## config.mk

```make
export PLATFORM = sky130hd
export DESIGN_NAME = fir_channel_arbiter_flat
export DESIGN_NICKNAME = d
export VERILOG_FILES = /design/src/rtl/fir_channel_arbiter_if.sv /design/src/rtl/fir_channel_arbiter.sv /design/src/flat_wrapper.sv
export SDC_FILE = /design/constraint.sdc
export NUM_CORES = 1
export LEC_CHECK = 0
export CORE_AREA = 5 5 80 82
export DETAILED_ROUTE_END_ITERATION = 8
export DIE_AREA = 0 0 85 87
export PLACE_DENSITY = 0.78
export SYNTH_ARGS = -nofsm -noshare
export SYNTH_HDL_FRONTEND = slang
export SYNTH_SLANG_ARGS = --single-unit
```

## constraint.sdc

```tcl
create_clock -name clk -period 2.35 [get_ports clk]
set_clock_uncertainty 0.1 [all_clocks]
set_input_delay 0.235 -clock clk [delete_from_list [all_inputs] [get_ports clk]]
set_output_delay 0.235 -clock clk [all_outputs]
set_load 0.005 [all_outputs]
```

## src/rtl/fir_channel_arbiter_if.sv

```systemverilog
// Producer/filter-side bundle of the two-channel FIR arbiter.
// The arbiter uses the slave view; the producers and filter use the master view.
interface fir_channel_arbiter_if;
  logic [1:0]  req_valid;
  logic [15:0] req_sample0;
  logic [15:0] req_sample1;
  logic [1:0]  req_ack;
  logic        coeff_busy;
  logic        modwait;
  logic [15:0] fir_out;
  logic        err;
  logic [15:0] sample_data;
  logic        data_ready;
  logic [1:0]  rsp_valid;
  logic [15:0] rsp_data;
  logic        rsp_err;
  logic        active_ch;

  modport slave (
    input  req_valid, req_sample0, req_sample1, coeff_busy, modwait, fir_out, err,
    output req_ack, sample_data, data_ready, rsp_valid, rsp_data, rsp_err, active_ch
  );

  modport master (
    output req_valid, req_sample0, req_sample1, coeff_busy, modwait, fir_out, err,
    input  req_ack, sample_data, data_ready, rsp_valid, rsp_data, rsp_err, active_ch
  );
endinterface

```

## src/rtl/fir_channel_arbiter.sv

```systemverilog
// Round-robin arbiter that time-shares one FIR datapath between two sample
// producers and routes each result and its error flag back to its channel.
module fir_channel_arbiter #(
  parameter int unsigned TIMEOUT = 8
) (
  input  logic                  clk,
  input  logic                  n_rst,
  fir_channel_arbiter_if.slave  bus
);

  localparam int unsigned DW = 16;
  localparam int unsigned CW = $clog2(TIMEOUT) + 1;

  typedef enum logic [1:0] {IDLE, ISSUE, BUSY, DONE} state_t;

  state_t          state, state_nxt;
  logic            last_grant, last_grant_nxt;
  logic            err_latch, err_latch_nxt;
  logic [CW-1:0]   cnt, cnt_nxt;
  logic [DW-1:0]   sample_q, sample_nxt;
  logic            data_ready_q, data_ready_nxt;
  logic [1:0]      req_ack_q, req_ack_nxt;
  logic [1:0]      rsp_valid_q, rsp_valid_nxt;
  logic [DW-1:0]   rsp_data_q, rsp_data_nxt;
  logic            rsp_err_q, rsp_err_nxt;
  logic            active_q, active_nxt;
  logic            grant_ch_c;
  logic [1:0]      active_onehot_c;

  // Tie goes to the channel that did not win last time.
  assign grant_ch_c      = (bus.req_valid == 2'b11) ? ~last_grant : bus.req_valid[1];
  assign active_onehot_c = active_q ? 2'b10 : 2'b01;

  // Next-state and next-output logic.
  always_comb begin
    state_nxt      = state;
    last_grant_nxt = last_grant;
    err_latch_nxt  = err_latch;
    cnt_nxt        = cnt;
    sample_nxt     = sample_q;
    data_ready_nxt = data_ready_q;
    req_ack_nxt    = 2'b00;
    rsp_valid_nxt  = 2'b00;
    rsp_data_nxt   = rsp_data_q;
    rsp_err_nxt    = rsp_err_q;
    active_nxt     = active_q;

    case (state)
      IDLE: begin
        if ((|bus.req_valid) && !bus.coeff_busy && !bus.modwait) begin
          state_nxt      = ISSUE;
          active_nxt     = grant_ch_c;
          last_grant_nxt = grant_ch_c;
          sample_nxt     = grant_ch_c ? bus.req_sample1 : bus.req_sample0;
          req_ack_nxt    = grant_ch_c ? 2'b10 : 2'b01;
          data_ready_nxt = 1'b1;
          cnt_nxt        = '0;
        end
      end
      ISSUE: begin
        if (bus.modwait) begin
          state_nxt      = BUSY;
          data_ready_nxt = 1'b0;
        end else if (cnt == CW'(TIMEOUT - 1)) begin
          // Filter never accepted the sample: return an error with no data.
          state_nxt      = DONE;
          data_ready_nxt = 1'b0;
          rsp_valid_nxt  = active_onehot_c;
          rsp_data_nxt   = '0;
          rsp_err_nxt    = 1'b1;
        end else if (cnt != '1) begin
          cnt_nxt = cnt + CW'(1);
        end
      end
      BUSY: begin
        err_latch_nxt = err_latch | bus.err;
        if (!bus.modwait) begin
          state_nxt     = DONE;
          rsp_valid_nxt = active_onehot_c;
          rsp_data_nxt  = bus.fir_out;
          rsp_err_nxt   = err_latch | bus.err;
        end
      end
      DONE: begin
        state_nxt     = IDLE;
        err_latch_nxt = 1'b0;
      end
      default: state_nxt = IDLE;
    endcase
  end

  // State and registered outputs.
  always_ff @(posedge clk or negedge n_rst) begin
    if (!n_rst) begin
      state        <= IDLE;
      last_grant   <= 1'b1;
      err_latch    <= 1'b0;
      cnt          <= '0;
      sample_q     <= '0;
      data_ready_q <= 1'b0;
      req_ack_q    <= 2'b00;
      rsp_valid_q  <= 2'b00;
      rsp_data_q   <= '0;
      rsp_err_q    <= 1'b0;
      active_q     <= 1'b0;
    end else begin
      state        <= state_nxt;
      last_grant   <= last_grant_nxt;
      err_latch    <= err_latch_nxt;
      cnt          <= cnt_nxt;
      sample_q     <= sample_nxt;
      data_ready_q <= data_ready_nxt;
      req_ack_q    <= req_ack_nxt;
      rsp_valid_q  <= rsp_valid_nxt;
      rsp_data_q   <= rsp_data_nxt;
      rsp_err_q    <= rsp_err_nxt;
      active_q     <= active_nxt;
    end
  end

  assign bus.sample_data = sample_q;
  assign bus.data_ready  = data_ready_q;
  assign bus.req_ack     = req_ack_q;
  assign bus.rsp_valid   = rsp_valid_q;
  assign bus.rsp_data    = rsp_data_q;
  assign bus.rsp_err     = rsp_err_q;
  assign bus.active_ch   = active_q;

endmodule

```

## src/flat_wrapper.sv

```systemverilog
// flat-port wrapper written by rule: the top's interface ports become plain ports
module fir_channel_arbiter_flat 
#(
  parameter int unsigned TIMEOUT = 8
)
  (clk, n_rst, bus_req_valid, bus_req_sample0, bus_req_sample1, bus_coeff_busy, bus_modwait, bus_fir_out, bus_err, bus_req_ack, bus_sample_data, bus_data_ready, bus_rsp_valid, bus_rsp_data, bus_rsp_err, bus_active_ch);
  fir_channel_arbiter_if bus_i ();
  input  logic clk;
  input  logic n_rst;
  input wire logic [$bits(bus_i.req_valid)-1:0] bus_req_valid;
  input wire logic [$bits(bus_i.req_sample0)-1:0] bus_req_sample0;
  input wire logic [$bits(bus_i.req_sample1)-1:0] bus_req_sample1;
  input wire logic [$bits(bus_i.coeff_busy)-1:0] bus_coeff_busy;
  input wire logic [$bits(bus_i.modwait)-1:0] bus_modwait;
  input wire logic [$bits(bus_i.fir_out)-1:0] bus_fir_out;
  input wire logic [$bits(bus_i.err)-1:0] bus_err;
  output wire logic [$bits(bus_i.req_ack)-1:0] bus_req_ack;
  output wire logic [$bits(bus_i.sample_data)-1:0] bus_sample_data;
  output wire logic [$bits(bus_i.data_ready)-1:0] bus_data_ready;
  output wire logic [$bits(bus_i.rsp_valid)-1:0] bus_rsp_valid;
  output wire logic [$bits(bus_i.rsp_data)-1:0] bus_rsp_data;
  output wire logic [$bits(bus_i.rsp_err)-1:0] bus_rsp_err;
  output wire logic [$bits(bus_i.active_ch)-1:0] bus_active_ch;
  assign bus_i.req_valid = bus_req_valid;
  assign bus_i.req_sample0 = bus_req_sample0;
  assign bus_i.req_sample1 = bus_req_sample1;
  assign bus_i.coeff_busy = bus_coeff_busy;
  assign bus_i.modwait = bus_modwait;
  assign bus_i.fir_out = bus_fir_out;
  assign bus_i.err = bus_err;
  assign bus_req_ack = bus_i.req_ack;
  assign bus_sample_data = bus_i.sample_data;
  assign bus_data_ready = bus_i.data_ready;
  assign bus_rsp_valid = bus_i.rsp_valid;
  assign bus_rsp_data = bus_i.rsp_data;
  assign bus_rsp_err = bus_i.rsp_err;
  assign bus_active_ch = bus_i.active_ch;
  fir_channel_arbiter #(.TIMEOUT(TIMEOUT)) u_core (.clk(clk), .n_rst(n_rst), .bus(bus_i));
endmodule
```

# ---- After elaboration in Yosys (flattened, before gate mapping)
# Cells that the tools add are included.
dict set report word_totals {
  reg_bits 47
  in_bits 55
  out_inout_bits 39
  wordCells 74
}
dict set report classes {
  addsub 1
  eq_ne 13
  n_mux 33
  bitwise_logic 2
  n_reduce_logical 14
}
# operator n
set op_table {}
lappend op_table {{$mux 16} 4}
lappend op_table {{$pmux 16 s2} 1}
lappend op_table {{$mux 2} 11}
lappend op_table {{$mux 4} 4}
lappend op_table {{$pmux 2 s4} 1}
lappend op_table {{$pmux 4 s2} 1}
lappend op_table {{$mux 1} 7}
lappend op_table {{$eq 2x2->1 const B} 3}
lappend op_table {{$ne 2x1->1 const B} 3}
lappend op_table {{$ne 2x2->1 const B} 3}
lappend op_table {{$pmux 1 s2} 3}
lappend op_table {{$reduce_and 3->1} 2}
lappend op_table {{$reduce_bool 2->1} 3}
lappend op_table {{$reduce_and 5->1} 1}
lappend op_table {{$add 4x1->4 const B} 1}
lappend op_table {{$eq 4x3->1 const B} 1}
lappend op_table {{$ne 4x4->1 const B} 1}
lappend op_table {{$pmux 2 s2} 1}
lappend op_table {{$reduce_and 4->1} 1}
lappend op_table {{$ne 3x2->1 const B} 1}
lappend op_table {{$eq 2x1->1 const B} 1}
lappend op_table {{$logic_and 1x1->1} 2}
lappend op_table {{$logic_not 1->1} 2}
lappend op_table {{$logic_not 2->1} 1}
lappend op_table {{4 further kinds} 4}

# ---- Depth between registers and ports, before layout
dict set report logic_depth {
  ltp_word 5
  depth_mapped 8
  mapped_depth_nobuf 6
}

# ---- Least setup slack after synthesis
# OpenSTA, ideal clock, no wires.
dict set report synth_timing {
  path_kind {reg2reg}
  from {reg u_core.state[0]}
  to {reg u_core.sample_q[0], in the netlist u_core.bus.sample_data[0]}
  setup_time_ps 127
  arrival_ps 1652
  required_ps 2123
  setup_slack_ps 471
  stages_incl_launch_ff 9
  n_path_buf 2
  synth_period_minus_slack_ps 1879
  cell_sequence {dfrtp_1 > inv_1 > ha_1 > nor3b_2 > and3_1 > buf_6 > buf_6 > a222oi_1 > inv_1}
}
dict set report synth_via {
  elab_chain_cells 2
}
# element line_no
set synth_lines {}
lappend synth_lines {{start, declared} fir_channel_arbiter.sv:16} ;# state_t state, state_nxt;
lappend synth_lines {{start signal, assigned} fir_channel_arbiter.sv:107} ;# state <= state_nxt;
lappend synth_lines {{$logic_not 2->1} fir_channel_arbiter.sv:48} ;# case (state)
lappend synth_lines {{$reduce_and 2->1 (no line)} -}
lappend synth_lines {{end signal, assigned} fir_channel_arbiter.sv:111} ;# sample_q <= sample_nxt;
lappend synth_lines {{end, declared} fir_channel_arbiter.sv:20} ;# logic [DW-1:0] sample_q, sample_nxt;
# Every way passes these cells.
# A chain may end at the register's enable or synchronous reset.

# ---- Worst setup path after layout
dict set report layout_timing {
  from {reg u_core.state[0]}
  to {reg u_core.sample_q[10], in the netlist u_core.bus.sample_data[10]}
}
# The elaborated chain is that of the path after synthesis.

==> results.md <==
* Largest net degree at the start of global routing at 38
* Final hold violations at 0
* Num CTS Buffers at 5
* Initial Util at 0.409
* Outcome: finished, final reports clean
* # IOs at 94
* Setup repair bufs after CTS at 0
* Unique masters post-synth at 33
* Min-delay src: u_core.bus.active_ch$_DFFE_PN0P_
* Worst slew margin at 0.441
* Cell area power density at 1140 nW/um2
* # H-tree levels at 2
* GRT Overall Usage at 0.170
* Worst-path clk slew at 0.10 ns
* Hold WC Path Type: register to register
* Min-Delay Path Depth at 1
* Critical setup path kind: register to register
* Async set-reset flop share out of synthesis at 1.00
* DRT iter0 DRCs at 103
* RR Endpoint: u_core.bus.sample_data[10]$_DFFE_PN0P_
* Layout cells sized above 1 at 0.0728
* Sequential fraction of the synthesis area at 0.507
* Drt pass-1 iters at 6
* Tcrit/Tclk final at 0.873
* CP Capture Type: register
* Worst EP required at 2.44 ns
* Drt wl/cell at 15.6 um
* Vias in the first global route at 2210
* Hpwl dp at 4.43 mm
* Final Net Count at 376
* Vias after detailed routing at 2135
* Clock Latency Late Sink at 0.30 ns
* Initial antenna violation count at 0
* CTS root buffer: clkbuf_8
* Synthesized area at 2320 um2
* Longest Clk Path Bufs at 2
* Synthesized area per cell at 10.5 um2
* Worst slew pin tran at 0.838 ns
* Hold_ws at 0.356 ns
* Unrepaired setup endpoints after global routing: false
* Die Width at 85 um
* Leakage Power at 1.52 nW
* Synthesis-to-layout area growth at 47.3%
* Tmin final at 2.05 ns
* Final std cells w/o fill at 391
* TNS Setup at 0 ns
* Arr. time, crit path at 2.14 ns
* # setup viols final at 0
* Global-route wire length before repair at 10.2 mm
* Post-synth EDFFs at 0
* Syn Nets at 283
* Synth Flop Type: dfrtp_1
* Total congestion overflow at 0
* R2R depth at 7
* Synth Register Bits at 47
* Maximum fanout along the worst path at 18
* Yosys warnings at 0
* R2R setup slack at 0.30 ns
* Routed vias/inst at 5.46
* F_max at 487 MHz
* Port buffer count at 93
* Cell count after synthesis at 222
* WL final at 6.12 mm
* Die area at 7400 um2
* Most frequent cells in the layout: clkdlybuf4s50_1, dfrtp_1, inv_1, a21oi_1
* Antenna Cells at 0
* Total Power at 3.89 mW
* Commonest non-fill, non-tap cell in the layout: clkdlybuf4s50_1
* Reg-to-reg startpoint: u_core.state[0]$_DFFE_PN0P_
* Placed Cells at 382
* Die Y at 87 um
* Core area at 5680 um2
* Routability congestion estimate at 0.705
* Fillers at 496
* Max-cap violations at 0
* # rows at 28
* Slew Viols, Final at 0
* Clk sinks at 47
* Routed Antenna Nets at 0
* Post-route DRC violation count at 0
* Startpoint types: register
* Maximum VDD drop at 0.569 mV
* Min-Delay Endpoint: u_core.bus.rsp_valid[0]$_DFF_PN0_
* CTS tree: yes
[critical path, stage by stage (launching register included)]
cell and delay, ns:
dfrtp_1 0.44, inv_1 0.11, ha_1 0.25, nor3b_2 0.18, and3_1 0.20, buf_4 0.20
a222oi_1 0.38, inv_1 0.08
[routing by layer]
layer / global-route usage / share of wire / vias to the layer above
met5: 0 / 0 / -
met3: 0.0577 / 0.10 / 5
met4: 0.0518 / 0.010 / 0
li1: - / - / 1009
met1: 0.205 / 0.43 / 1030
met2: 0.290 / 0.46 / 91
[what timing repair did]
action,4_1_cts,5_1_grt
endpoints found under the hold margin,34,0
resized for setup,0,0
hold buffers,1,0
[how the worst max path moves through the flow]
stage,startpoint,to,slack (ns)
floorplan,u_core.state[0]$_DFFE_PN0P_,u_core.bus.sample_data[0]$_DFFE_PN0P_,0.47
global placement,bus_modwait,u_core.cnt[3]$_DFFE_PN0P_,0.33
detailed placement,bus_modwait,u_core.bus.sample_data[10]$_DFFE_PN0P_,0.26
CTS,u_core.state[0]$_DFFE_PN0P_,u_core.bus.sample_data[10]$_DFFE_PN0P_,0.27
global route,u_core.state[0]$_DFFE_PN0P_,u_core.bus.sample_data[10]$_DFFE_PN0P_,0.14
finish,u_core.state[0]$_DFFE_PN0P_,u_core.bus.sample_data[10]$_DFFE_PN0P_,0.30
[cell usage after synthesis (all sizes together), types with 2 or more instances]
| master | n | share of area |
|---|---|---|
| buf | 9 | 0.027 |
| ha | 6 | 0.032 |
| a21o | 3 | 0.0097 |
| inv | 24 | 0.039 |
| o31ai | 2 | 0.0086 |
| o21ai | 4 | 0.010 |
| clkbuf | 8 | 0.013 |
| a221o | 17 | 0.073 |
| a222oi | 16 | 0.069 |
| and3 | 4 | 0.011 |
| nand2b | 18 | 0.048 |
| nand3 | 18 | 0.039 |
| nor2 | 9 | 0.015 |
| dfrtp | 46 | 0.50 |
| nor2b | 2 | 0.0054 |
| a31oi | 3 | 0.0081 |
| a21oi | 22 | 0.047 |
[final cells by class]
cell class	instances	area, um2	area share
inverters	24	90.1	0.0263
clock inverters	3	26.3	0.00768
repair buffers	103	1000	0.293
multi-input cells	134	961	0.281
flip-flops and latches	47	1180	0.344
well taps	75	93.8	0.0274
clock buffers	5	68.8	0.0201
[through the flow]
step            util  setup WS [ns]  cell area, um2
6_report       0.603          0.298            3420
5_1_grt        0.603          0.144            3420
4_1_cts        0.603          0.271            3420
2_1_floorplan      -          0.471            2320
3_5_place_dp   0.584          0.259            3320
3_3_place_gp   0.584          0.335            3320
[cells by family after synthesis]
group / count (synthesis) / synth area share
compound gates: 72 / 0.245
fa+ha+maj: 6 / 0.0323
buf+inv: 41 / 0.0792
flops: 47 / 0.507
mux: 1 / 0.00485
simple gates: 55 / 0.131
[registers in the layout (all words and copies together), names as in the netlist]
signal and flops:
u_core.bus.rsp_data 16, u_core.bus.sample_data 16, u_core.err_latch 1, u_core.bus.rsp_valid 2, u_core.state 2, u_core.cnt 4
u_core.bus.data_ready 1, u_core.bus.rsp_err 1, u_core.bus.active_ch 1, u_core.bus.req_ack 2, u_core.last_grant 1
[power breakdown]
group          internal, mW  leakage, nW  total, mW  switching (mW)
combinational          1.17        0.908       1.94           0.769
sequential             1.16        0.565       1.42           0.261
clock                 0.219       0.0491      0.525           0.306
total                  2.55         1.52       3.89            1.34
Power figures use the tool's default switching activity.
